--- src/rtl/rd_lat_pipe.sv ---
// Delay line that carries {valid, addr} of each port-B read request for LAT
// cycles, so the returning doutb can be matched to the address that produced it.
module rd_lat_pipe #(
    parameter int LAT    = 1,
    parameter int ADDR_W = 6
) (
    input  logic              clk,
    input  logic              rst,
    input  logic              in_valid,
    input  logic [ADDR_W-1:0] in_addr,
    output logic              out_valid,
    output logic [ADDR_W-1:0] out_addr
);

    logic [LAT-1:0]    valid_q;
    logic [LAT-1:0]    valid_d;
    logic [ADDR_W-1:0] addr_q [LAT];
    logic [ADDR_W-1:0] addr_d [LAT];

    // Next-stage values: stage 0 takes the request, later stages shift forward.
    always_comb begin
        valid_d[0] = in_valid;
        addr_d[0]  = in_addr;
        for (int k = 1; k < LAT; k++) begin
            valid_d[k] = valid_q[k-1];
            addr_d[k]  = addr_q[k-1];
        end
    end

    // Stage registers; reset drops every in-flight request.
    always_ff @(posedge clk or posedge rst) begin
        if (rst) begin
            valid_q <= {LAT{1'b0}};
            for (int k = 0; k < LAT; k++) begin
                addr_q[k] <= {ADDR_W{1'b0}};
            end
        end else begin
            valid_q <= valid_d;
            for (int k = 0; k < LAT; k++) begin
                addr_q[k] <= addr_d[k];
            end
        end
    end

    assign out_valid = valid_q[LAT-1];
    assign out_addr  = addr_q[LAT-1];

endmodule

--- config.mk ---
export PLATFORM = sky130hd
export DESIGN_NAME = rd_lat_pipe
export DESIGN_NICKNAME = d
export VERILOG_FILES = /design/src/rtl/rd_lat_pipe.sv
export SDC_FILE = /design/constraint.sdc
export NUM_CORES = 1
export LEC_CHECK = 0
export ABC_CLOCK_PERIOD_IN_PS = 1100
export CORE_AREA = 4 4 41 43
export CTS_BUF_LIST = sky130_fd_sc_hd__clkbuf_8 sky130_fd_sc_hd__clkbuf_16
export DETAILED_ROUTE_END_ITERATION = 10
export DIE_AREA = 0 0 45 47
export PLACE_DENSITY = 0.41
export RECOVER_POWER = 100
export SYNTH_ARGS = -nofsm -noshare
export SYNTH_HDL_FRONTEND = slang
export SYNTH_SLANG_ARGS = --single-unit
export TNS_END_PERCENT = 1
--- constraint.sdc ---
create_clock -name clk -period 1.1 [get_ports clk]
set_clock_uncertainty 0.2 [all_clocks]
set_input_delay 0.22 -clock clk [delete_from_list [all_inputs] [get_ports clk]]
set_output_delay 0.22 -clock clk [all_outputs]
set_load 0.02 [all_outputs]
==> run_results.csv <==
group,metric,value,unit
worst_setup_path,worstPathMaxFanout,1,
die,row_count,13,
final_layout,sequential_cell_area,175.2,um2
clock_tree,post_cts_setup_buffer_count,0,
sta,max_slew_margin,82.04,%
clock_tree,cts_inserted_buffers,3,
synth,ys_seq_elements,7,
sta,final_period_minus_worst_setup_slack,1.156,ns
worst_setup_path,critical_path_start_end_classification,"flip-flop to output pin",
synth,synth.net_count,17,
clock_tree,path_clk_slew,0.04,ns
final_layout,postLayoutCoreUtil,27.98,%
power_and_ir_drop,internal-power,0.5421,mW
sta,timing.final.ws_setup,-0.05551,ns
synth,synth_sequential_area_ratio,97.90,%
sta,max_slew.worst_pin.slew,0.2691,ns
synth,synth_top_area_share,97.90,%
status,outcome,"finished, violations left",
sta,maxSlewViolCount,0,
die,design.core.area,0.001301,mm2
synth,yosysWarningCount,0,
power_and_ir_drop,power.share.sequential,40.7,%
worst_setup_path,worstSetupStartpoint,"out_addr[0]$_DFF_PP0_",
final_layout,multi_input_cells,0,
die,die_x,45,um
worst_setup_path,critical_path.cell_chain,"buf_6",
power_and_ir_drop,power.share.clock,50.3,%
clock_tree,clk_path_buf_depth,2,
placement,port_buffers,15,
worst_setup_path,worst-path-buf-inv,1,
routing,routed_wl,432,um
status,violated_checks,"setup timing",
synth,synth_top_cells_by_area,"dfrtp_1, inv_1",
final_layout,final_layout_size_suffix_gt1_share,37.04,%
placement,gp_congestion,0.5751,
clock_tree,cts-htree-levels,1,
worst_setup_path,worst_ep_required_time,0.68,ns
grt,grt_pass1_wl,696,um
synth,synth_cell_type_count,2,
power_and_ir_drop,irDropWorstVdd,797.1,uV
sta,finalHoldViolCount,0,
final_layout,layout.nets,37,
worst_setup_path,cpLargestDelayFamily,"flip-flops",
grt,groute.usage.overall,5.831,%
worst_setup_path,cp_slowest_cell,"dfrtp_1",
grt,grt_max_degree,8,
routing,routed-via-count,135,
final_layout,multi_input_combinational_cell_area,0,um2
sta,totalNegativeSetupSlack,-0.3188,ns
grt,vias_in_the_first_global_route,169,
die,die_height,47,um
clock_tree,cts_tree,"done",
final_layout,num_antenna_cells,0,
synth,library_cell_with_the_largest_summed_area_after_synthesis,"dfrtp_1",
synth,syn_area,178.9,um2
worst_setup_path,critical_path.startpoint_type,"flip-flop",
power_and_ir_drop,power_per_cell_area,1857,mW/mm2
worst_hold_path,min-delay-path-class,"input port to async pin",
sta,grt_setup_unrepaired,"true",
die,floorplan.initialDensity,13.75,%
synth,synthesis.area_per_instance,22.37,um2
routing,vias_per_std_cell,3.214,
worst_setup_path,timing.critical_path.to,"out_addr[0]",
routing,detailed_route_iter0_violations,1,
power_and_ir_drop,power.share.combinational,9.0,%
clock_tree,post_cts_resized,30,
synth,postSynth.asyncResetShare,100.0,%
worst_setup_path,count_of_cell_instances_traversed_by_the_critical_path,1,
sta,post-route-period-util,105.0,%
sta,fin_worst_hold_slack,0.1662,ns
final_layout,number_of_filler_instances_in_the_final_layout,139,
power_and_ir_drop,p_sw_share,19.83,%
synth,synth_common_cells,"dfrtp_1, inv_1",
power_and_ir_drop,p_leak,0.1769,nW
sta,setup_violations,7,
synth,synth-edff-count,0,
final_layout,area_growth,103.5,%
die,die_area,0.002115,mm2
clock_tree,clockRootBuffer,"clkbuf_8",
routing,drt_drc_violations_left,0,
routing,drt-wirelength-per-cell,10.29,um
sta,fmaxAchievable,865.4,MHz
worst_setup_path,worstPathArrival,0.74,ns
die,boundaryPins,16,
clock_tree,postCtsHoldBufs,0,
worst_setup_path,crit_path_end_kind,"output pin",
synth,synthCells,8,
flow_run,timing.max_cap.violations,0,
synth,synthMostInstantiatedCell,"dfrtp_1",
power_and_ir_drop,net-switching-power,0.1341,mW
routing,first_pass_iters,2,
clock_tree,clock_sink_count,7,
worst_setup_path,slowest_delay,0.38,ns
grt,grt_overflow_total,0,
grt,antenna_found_initial,0,
routing,ant_nets,0,
synth,synth-main-ff-cell,"dfrtp_1",
worst min path at each step:
stage / endpoint / cells past startpoint
after floorplan: out_addr[0]$_DFF_PP0_ / 1
after global placement: out_addr[1]$_DFF_PP0_ / 2
after detailed placement: out_addr[1]$_DFF_PP0_ / 2
after CTS: out_addr[5]$_DFF_PP0_ / 2
after global routing: out_addr[1]$_DFF_PP0_ / 2
final: out_addr[5]$_DFF_PP0_ / 2
flip-flops by register name (all words and copies together), names as in the netlist:
name and cells:
out_valid 1, out_addr 6
final cells by class:
type,count,share of cell area [%]
clock inverter,1,1.031
clock buffer,3,11.34
inverter,1,1.031
sequential,7,48.11
tap,15,5.155
timing repair buffer,15,33.33
power groups by stage:
stage	registers, mW	logic, mW	clock network, mW
detailed placement	0.278	0.0781	0
floorplan	0.296	0.00406	0
CTS	0.276	0.0677	0.355
finish	0.275	0.0606	0.340
global route	0.277	0.0653	0.378
global placement	0.278	0.0776	0
routing by layer:
layer,part of all wire [%],track usage (%),routed length (um)
met5,0,0,0
met1,28,3.521,123
met4,0,5.263,0
met2,47,7.910,205
met3,24,8.046,103
stage by stage:
stage                     std cells  area, um2  worst slack [ns]  total power, mW
final                            42      364.1          -0.05551           0.6761
after global routing             42      364.1          -0.09082           0.7197
after CTS                        42      364.1          -0.06362           0.6980
after detailed placement         38      347.8           -0.2329           0.3565
after global placement           38      347.8           -0.2324           0.3559
after floorplan                   8      178.9            0.2640           0.3002
kinds of logic (layout without fill, tap and decap cells):
family   count (synthesis)  in the layout  synth area share (%)
flops                    7              7                 97.90
buf+inv                  1             20                 2.096
layout by cell type (no fill, tap or decap):
cell type      instances
buf_2                  6
dlygate4sd3_1          8
dfrtp_1                7
inv_1                  2
buf_6                  1
clkbuf_8               3
Note: power is estimated with default switching activity, not from simulation.
